<file path="config.mk">
export PLATFORM = sky130hd
export DESIGN_NAME = histogram_peak_finder_flat
export DESIGN_NICKNAME = d
export VERILOG_FILES = /design/src/rtl/histogram_peak_finder_if.sv /design/src/rtl/histogram_peak_finder.sv /design/src/flat_wrapper.sv
export SDC_FILE = /design/constraint.sdc
export NUM_CORES = 1
export LEC_CHECK = 0
export ABC_AREA = 0
export BUFFER_PORTS_ARGS = -buffer_cell sky130_fd_sc_hd__buf_4
export CORE_MARGIN = 2
export CORE_UTILIZATION = 35
export CTS_CLUSTER_SIZE = 10
export DETAILED_ROUTE_END_ITERATION = 7
export PLACE_DENSITY = 0.66
export REMOVE_ABC_BUFFERS = 1
export SYNTH_ARGS = -nofsm -noshare
export SYNTH_HDL_FRONTEND = slang
export SYNTH_SLANG_ARGS = --single-unit
</file>
<file path="constraint.sdc">
create_clock -name CLK -period 1.8 [get_ports CLK]
set_input_delay 0.09 -clock CLK [delete_from_list [all_inputs] [get_ports CLK]]
set_output_delay 0.09 -clock CLK [all_outputs]
set_load 0.05 [all_outputs]
</file>
<file path="src/rtl/histogram_peak_finder_if.sv">
// Read-port bundle between the histogram peak finder and the histogram RAM.
// master: the peak finder drives the address and enable.
// slave:  the RAM returns the addressed word.
interface histogram_peak_finder_if #(
    parameter int ADDR_W = 7,
    parameter int SIZE   = 7
);
    logic              rd_en;
    logic [ADDR_W-1:0] rd_adr;
    logic [SIZE-1:0]   rd_data;

    modport master (output rd_en, output rd_adr, input  rd_data);
    modport slave  (input  rd_en, input  rd_adr, output rd_data);
endinterface

</file>
<file path="src/rtl/histogram_peak_finder.sv">
// Histogram readout stage.
// After accumulation stops, a START request makes this block sweep every bin
// address of the histogram RAM read port. It finds the largest bin (the mode)
// and publishes its address and count with a one-cycle DONE pulse.
// Ties keep the lowest address.
// Optional feature, macro PEAK_TOTAL_EN: the total sample count is also
// accumulated and published on total_cnt. Without the macro, total_cnt is
// tied to 0 and no sum logic exists.
module histogram_peak_finder #(
    parameter  int MAX_NUMBER = 127,
    parameter  int SIZE       = 7,
    parameter  int RD_LAT     = 1,
    localparam int ADDR_W     = $clog2(MAX_NUMBER + 1)
) (
    input  logic                     CLK,
    input  logic                     RST,
    input  logic                     START,
    output logic                     BUSY,
    histogram_peak_finder_if.master  rd,
    output logic [ADDR_W-1:0]        peak_adr,
    output logic [SIZE-1:0]          peak_cnt,
    output logic [SIZE+ADDR_W-1:0]   total_cnt,
    output logic                     DONE
);

    localparam logic [1:0] IDLE  = 2'd0;
    localparam logic [1:0] SCAN  = 2'd1;
    localparam logic [1:0] DRAIN = 2'd2;
    localparam logic [1:0] FIN   = 2'd3;

    localparam logic [ADDR_W-1:0] LAST_ADR   = ADDR_W'(MAX_NUMBER);
    localparam logic [1:0]        DRAIN_LAST = 2'(RD_LAT - 1);

    logic [1:0]        state;
    logic [1:0]        drain_cnt;

    // Delay line aligning each issued address with the RAM word it returns.
    logic              vld_pipe [RD_LAT];
    logic [ADDR_W-1:0] adr_pipe [RD_LAT];

    // Working results of the scan in progress.
    logic [SIZE-1:0]   work_max;
    logic [ADDR_W-1:0] work_idx;
    logic              hit;
    logic [SIZE-1:0]   max_nxt;
    logic [ADDR_W-1:0] idx_nxt;
    logic              accept;

    assign accept = (state == IDLE) && START;

    // Strictly-greater compare so that a tie never moves the index upward.
    always_comb begin
        hit = vld_pipe[RD_LAT-1] && (rd.rd_data > work_max);
        if (hit) begin
            max_nxt = rd.rd_data;
            idx_nxt = adr_pipe[RD_LAT-1];
        end else begin
            max_nxt = work_max;
            idx_nxt = work_idx;
        end
    end

`ifdef PEAK_TOTAL_EN
    logic [SIZE+ADDR_W-1:0] work_sum;
    logic [SIZE+ADDR_W-1:0] sum_nxt;

    // Zero-extended running sum; the width holds NUM_BINS full-scale bins.
    always_comb begin
        if (vld_pipe[RD_LAT-1]) begin
            sum_nxt = work_sum + {{ADDR_W{1'b0}}, rd.rd_data};
        end else begin
            sum_nxt = work_sum;
        end
    end

    // Running sum register, cleared at scan start.
    always_ff @(posedge CLK) begin
        if (RST || accept) begin
            work_sum <= '0;
        end else begin
            work_sum <= sum_nxt;
        end
    end

    // Publish the total together with the peak on the FIN-entry edge.
    always_ff @(posedge CLK) begin
        if (RST) begin
            total_cnt <= '0;
        end else if (state == DRAIN && drain_cnt == DRAIN_LAST) begin
            total_cnt <= sum_nxt;
        end else begin
            total_cnt <= total_cnt;
        end
    end
`else
    assign total_cnt = '0;
`endif

    // Shift {rd_en, rd_adr} through RD_LAT stages to match the RAM latency.
    always_ff @(posedge CLK) begin
        if (RST) begin
            for (int i = 0; i < RD_LAT; i++) begin
                vld_pipe[i] <= 1'b0;
                adr_pipe[i] <= '0;
            end
        end else begin
            vld_pipe[0] <= rd.rd_en;
            adr_pipe[0] <= rd.rd_adr;
            for (int i = 1; i < RD_LAT; i++) begin
                vld_pipe[i] <= vld_pipe[i-1];
                adr_pipe[i] <= adr_pipe[i-1];
            end
        end
    end

    // Working max and index: cleared at scan start, otherwise follow the compare.
    always_ff @(posedge CLK) begin
        if (RST || accept) begin
            work_max <= '0;
            work_idx <= '0;
        end else begin
            work_max <= max_nxt;
            work_idx <= idx_nxt;
        end
    end

    // Scan sequencer: address sweep, drain of in-flight words, result publish.
    always_ff @(posedge CLK) begin
        if (RST) begin
            state     <= IDLE;
            drain_cnt <= 2'd0;
            BUSY      <= 1'b0;
            DONE      <= 1'b0;
            rd.rd_en  <= 1'b0;
            rd.rd_adr <= '0;
            peak_adr  <= '0;
            peak_cnt  <= '0;
        end else begin
            case (state)
                IDLE: begin
                    DONE <= 1'b0;
                    if (START) begin
                        state     <= SCAN;
                        rd.rd_adr <= '0;
                        rd.rd_en  <= 1'b1;
                        BUSY      <= 1'b1;
                    end
                end
                SCAN: begin
                    if (rd.rd_adr == LAST_ADR) begin
                        rd.rd_en  <= 1'b0;
                        drain_cnt <= 2'd0;
                        state     <= DRAIN;
                    end else begin
                        rd.rd_adr <= rd.rd_adr + ADDR_W'(1);
                    end
                end
                DRAIN: begin
                    if (drain_cnt == DRAIN_LAST) begin
                        // The final word is compared on this very edge, so
                        // publish the next-state values, not the registers.
                        peak_adr <= idx_nxt;
                        peak_cnt <= max_nxt;
                        DONE     <= 1'b1;
                        state    <= FIN;
                    end else begin
                        drain_cnt <= drain_cnt + 2'd1;
                    end
                end
                FIN: begin
                    DONE  <= 1'b0;
                    BUSY  <= 1'b0;
                    state <= IDLE;
                end
                default: begin
                    state    <= IDLE;
                    BUSY     <= 1'b0;
                    DONE     <= 1'b0;
                    rd.rd_en <= 1'b0;
                end
            endcase
        end
    end

endmodule

</file>
<file path="src/flat_wrapper.sv">
// flat-port wrapper written by rule: the top's interface ports become plain ports
module histogram_peak_finder_flat 
#(
    parameter  int MAX_NUMBER = 127,
    parameter  int SIZE       = 7,
    parameter  int RD_LAT     = 1,
    localparam int ADDR_W     = $clog2(MAX_NUMBER + 1)
)
  (CLK, RST, START, BUSY, peak_adr, peak_cnt, total_cnt, DONE, rd_rd_en, rd_rd_adr, rd_rd_data);
  histogram_peak_finder_if #(.ADDR_W(7), .SIZE(SIZE)) rd_i ();
  input  logic CLK;
  input  logic RST;
  input  logic START;
  output logic BUSY;
  output logic [ADDR_W-1:0] peak_adr;
  output logic [SIZE-1:0] peak_cnt;
  output logic [SIZE+ADDR_W-1:0] total_cnt;
  output logic DONE;
  output wire logic [$bits(rd_i.rd_en)-1:0] rd_rd_en;
  output wire logic [$bits(rd_i.rd_adr)-1:0] rd_rd_adr;
  input wire logic [$bits(rd_i.rd_data)-1:0] rd_rd_data;
  assign rd_rd_en = rd_i.rd_en;
  assign rd_rd_adr = rd_i.rd_adr;
  assign rd_i.rd_data = rd_rd_data;
  histogram_peak_finder #(.MAX_NUMBER(MAX_NUMBER), .SIZE(SIZE), .RD_LAT(RD_LAT)) u_core (.CLK(CLK), .RST(RST), .START(START), .BUSY(BUSY), .rd(rd_i), .peak_adr(peak_adr), .peak_cnt(peak_cnt), .total_cnt(total_cnt), .DONE(DONE));
endmodule
</file>
---- Word-level counts from Yosys, hierarchy flattened ----
Memories as Yosys holds them, arrays and structs flattened.
Index checks and enable logic that the tools add are counted.
word-level totals
  register bits ........................... 42
  memories kept ........................... 2
  output and inout bits ................... 38
  bits in writable memories ............... 8
operators by class
  equal/unequal tests ..................... 9
  multiplexer cells ....................... 25
  add/sub/neg operators ................... 2
  $lt $le $gt $ge ......................... 1
  reductions and logical operators ........ 19
memory list
  name             depth  bits a word  read ports  clocked after Yosys merged registers in  wr ports  RTL line                     text
  u_core.adr_pipe  1      7            1           0                                        1         histogram_peak_finder.sv:39  logic [ADDR_W-1:0] adr_pipe [RD_LAT];
  u_core.vld_pipe  1      1            1           0                                        1         histogram_peak_finder.sv:38  logic vld_pipe [RD_LAT];
operators with widths
  operator               count
  $mux W7                5
  $pmux W7 S2            1
  $reduce_and A3 Y1      4
  $mux W2                5
  $mux W1                9
  $pmux W2 S4            1
  $reduce_bool A2 Y1     4
  $add A7 B1 Y7 const B  1
  $eq A7 B7 Y1 const B   1
  $gt A7 B7 Y1           1
  $reduce_or A7 Y1       1
  $ne A2 B2 Y1 const B   3
  $pmux W1 S2            3
  $reduce_and A2 Y1      3
  $eq A2 B2 Y1 const B   2
  $logic_not A2 Y1       2
  $ne A2 B1 Y1 const B   2
  $pmux W2 S2            1
  $add A2 B1 Y2 const B  1
  $eq A2 B1 Y1 const B   1
  $logic_and A1 B1 Y1    2
  $reduce_or A2 Y1       1
  $logic_or A1 B1 Y1     1
  $reduce_or A1 Y1       1

---- Depth between registers and ports, before layout ----
  word-level depth ........................ 4
  gate-level depth with buffers ........... 8
  gate-level depth less buffers ........... 7

---- Least setup slack after synthesis ----
Ideal clock, no wire load.
  path type ............................... flip-flop to flip-flop
  start point ............................. register u_core.rd.rd_adr[0]
  end point ............................... register u_core.rd.rd_adr[4]
  buffers on the path ..................... 0
  library setup time ...................... 65 ps
  stages on the path, launching flop included .. 7
  clock period less this slack ............ 1,873 ps
  setup slack ............................. -73 ps
  arrival time ............................ 1,808 ps
  cell sequence ........................... dfxtp_1 > ha_1 > and4_1 > a31oi_1 > nand4_1 > xor2_1 > nor2_1
between the ends
  cells in the longest elaborated chain, start to end .. 3
  elaborated cells on any way between the ends .. 6
ends and longest elaborated chain
  what                                                     RTL line                                                    text
  start, declared                                          histogram_peak_finder_if.sv:12                              modport master (output rd_en, output rd_adr, input rd_data);
  start signal, assigned                                   histogram_peak_finder.sv:155                                rd.rd_adr <= rd.rd_adr + ADDR_W'(1);
  $add A7 B1 Y7 / $eq A7 B7 Y1 (equally long branches)     histogram_peak_finder.sv:155, histogram_peak_finder.sv:150
  $mux W7 / $ne A2 B2 Y1 (equally long branches)           --
  $pmux W7 S2 / $reduce_and A3 Y1 (equally long branches)  --
Several ways; a longest one is shown, not always the timed one. The select of a mux whose other input is x is not followed.
A chain may end at the register's enable or synchronous reset.

---- Worst setup path after layout ----
  start point ............................. register u_core.work_max[4]
  end point ............................... register u_core.peak_adr[6]
between the ends
  cells in the longest elaborated chain, start to end .. 3
ends and longest elaborated chain
  what                    RTL line                      text
  start, declared         histogram_peak_finder.sv:42   logic [SIZE-1:0] work_max;
  start signal, assigned  histogram_peak_finder.sv:122  work_max <= max_nxt;
  $gt A7 B7 Y1            histogram_peak_finder.sv:53   hit = vld_pipe[RD_LAT-1] && (rd.rd_data > work_max);
  $logic_and A1 B1 Y1     histogram_peak_finder.sv:53
  $mux W7                 histogram_peak_finder.sv:54   if (hit) begin
  end signal, assigned    histogram_peak_finder.sv:162  peak_adr <= idx_nxt;
  end, declared           histogram_peak_finder.sv:20   output logic [ADDR_W-1:0] peak_adr,
No other way between the ends.

==> reports/qor.csv <==
metric,value,unit
htreeDepth,2,
cp_top_family,compound AO/OA/AOI/OAI gates,
yosysTopAreaCell,dfxtp_1,
cts_buffers,5,
skew,0.00460,ns
place_ws,-0.0453,ns
critical-path-slowest-cell,dfxtp_2,
synth_enable_flop_cells,0,
synth.most_common_cell,dfxtp_1,
dieArea,7060,µm²
via_count,1726,
hold_violations,0,
synth_area_per_cell,9.38,µm²
peakVddDrop,0.000832,V
cts.path.max_buffers,2,
max_stage_delay,0.35,ns
period_minus_slack,1.83,ns
critical_path.max_fanout,5,
nNetsFinal,309,
min_to,u_core.work_max[5]$_SDFF_PP0_,
hpwl,3.06,mm
grt_max_degree,34,
cp.depth,8,
synth-seq-cells,50,
hp-start,rd_rd_data[5],
ys_types,35,
status,"finished, violations left",
hp-class,input port to register,
ant_nets,0,
fin_hold_ws,0.0802,ns
place_congestion,0.773,
place_area,2600,µm²
wire_per_inst,13.0,µm
startpoint_type,register,
crit_start,u_core.work_max[4]$_SDFF_PP0_,
synth_ff_type,dfxtp_1,
post-route-util,0.472,
end_kind,register,
synthCells,239,
rsz0062_at_grt,true,
portBuffers,33,
dp_cells,354,
route.final.wire_length,4.74,mm
yosysTopAreaCellShare,0.447,
syn_to_final_growth,32.2,%
reg2reg_slack,-0.03,ns
path_class,register to register,
yosysWarnings,0,
cts.root.buffer_cell,clkbuf_8,
setup_ws,-0.0347,ns
synth_common_cells,"dfxtp_1, nor2_1, mux2i_1",
hold_buffers,0,
cts_tree,done,
drtPass1Iterations,4,
whs_path_depth,3,
worstPathCellList,inv_1 > ha_4 > a21oi_2 > o21ai_2 > o221ai_4 > buf_8 > mux2i_4 > a211oi_2,
finalPower,4.02,mW
cp.buffers_inverters,2,
std_cell_rows,29,
drc,0,
synth_area_leaders,"dfxtp_1, ha_1, mux2i_1",
ys_seq_area_frac,0.447,
max_freq,545,MHz
clk_latency,0.29,ns
reg2reg_to,u_core.peak_adr[6]$_SDFFE_PP0P_,
drive_above_1_share,0.334,
final_area,2960,µm²
die_w,84.0,µm
io_pins,48,
overflow,0,
core_area,6280,µm²
ys_async_sr_fraction,0,
syn-cell-area,2240,µm²
crit_required,1.98,ns
finalSetupViolations,11,
die_h,84.0,µm
grt_usage,0.123,
antenna_cells,0,
drtIter0Drc,57,
cts.sinks,50,
initial_core_util,0.357,
layout.cells.non_filler,364,
grt_pass1_wl,7.15,mm
slew_violations,0,
vias_per_cell,4.74,
p_leak,1.16,nW
worst_ep_arrival_time,2.01,ns
r2r-start,u_core.work_max[4]$_SDFF_PP0_,
failed_checks,negative setup slack,
period_share,1.02,
fin_tns_setup,-0.246,ns
grt_pass1_vias,1619,
powerDensity,1360,nW/µm²
cap_violations,0,
antenna_found_initial,0,
clk_pin_slew,0.09,ns
rr_worst_depth,8,
-- worst max-delay path by stage --
| stage | endpoint | slack (ns) |
|---|---|---|
| 3_3_place_gp | u_core.peak_adr[5]$_SDFFE_PP0P_ | 0.0006 |
| 2_1_floorplan | u_core.rd.rd_adr[4]$_SDFFE_PP0P_ | -0.07 |
| 5_1_grt | u_core.peak_adr[4]$_SDFFE_PP0P_ | -0.11 |
| 6_report | u_core.peak_adr[6]$_SDFFE_PP0P_ | -0.03 |
| 3_5_place_dp | u_core.peak_adr[6]$_SDFFE_PP0P_ | -0.05 |
| 4_1_cts | u_core.peak_adr[5]$_SDFFE_PP0P_ | 0.004 |
-- area by class of cell --
class | instances | area (µm²)
tap | 77 | 96.3
fill | 617 | 3310
clock buffer | 7 | 86.3
clock inverter | 1 | 5.00
timing repair buffer | 50 | 407
multi-input combinational | 167 | 1320
inverter | 12 | 45.0
sequential | 50 | 1010
-- kinds of logic (layout without fill, tap and decap cells) --
| group | after synthesis | after routing | synth area share |
|---|---|---|---|
| AO/OA/AOI/OAI | 41 | 41 | 0.137 |
| XOR/XNOR | 4 | 4 | 0.0156 |
| adder cells (fa/ha/maj) | 13 | 13 | 0.0726 |
| buffers and inverters | 35 | 70 | 0.0899 |
| flip-flops | 50 | 50 | 0.447 |
| multiplexers | 16 | 16 | 0.0715 |
| other | 1 | 14 | 0.00167 |
| AND/OR/NAND/NOR | 79 | 79 | 0.165 |
-- report_power, final --
part           internal, mW  total (mW)  switching (mW)
logic                 0.714        1.93            1.22
clock network         0.311       0.664           0.353
registers              1.30        1.42           0.123
total                  2.32        4.02            1.69
-- per-layer routing --
| metal | vias to the layer above | global-route usage | wire (µm) |
|---|---|---|---|
| met5 | - | 0 | 0 |
| met4 | 0 | 0.0396 | 80 |
| met1 | 803 | 0.156 | 2110 |
| li1 | 872 | - | - |
| met3 | 8 | 0.0287 | 205 |
| met2 | 43 | 0.205 | 2340 |
-- worst min-delay path, cell delays in order --
cell and delay [ns]:
buf_4 0.11, mux2i_4 0.06, nor2_1 0.08
-- flip-flops by register name, indices dropped and copies added, names as in the netlist, 2 cells and up --
name,flops
u_core.rd.rd_adr,7
u_core.peak_cnt,7
u_core.state,2
u_core.work_idx,7
u_core.work_max,7
u_core.drain_cnt,2
u_core.peak_adr,7
u_core.adr_pipe,7
-- what timing repair did --
item	4_1_cts	5_1_grt
gates resized for setup	9	37
buffers inserted	0	2
pin swaps	1	11
endpoints found under the setup margin	12	26
-- placed cells by master (no fill, tap or decap), drive strengths merged, types with 9 or more instances in the layout --
cell type and count:
dfxtp 50, nor2b 9, nor2 42, inv 12
nand2 9, ha 13, a21oi 11, a211oi 15
mux2i 16, conb 14, buf 50
No activity file was read; power rests on OpenSTA's default activity.
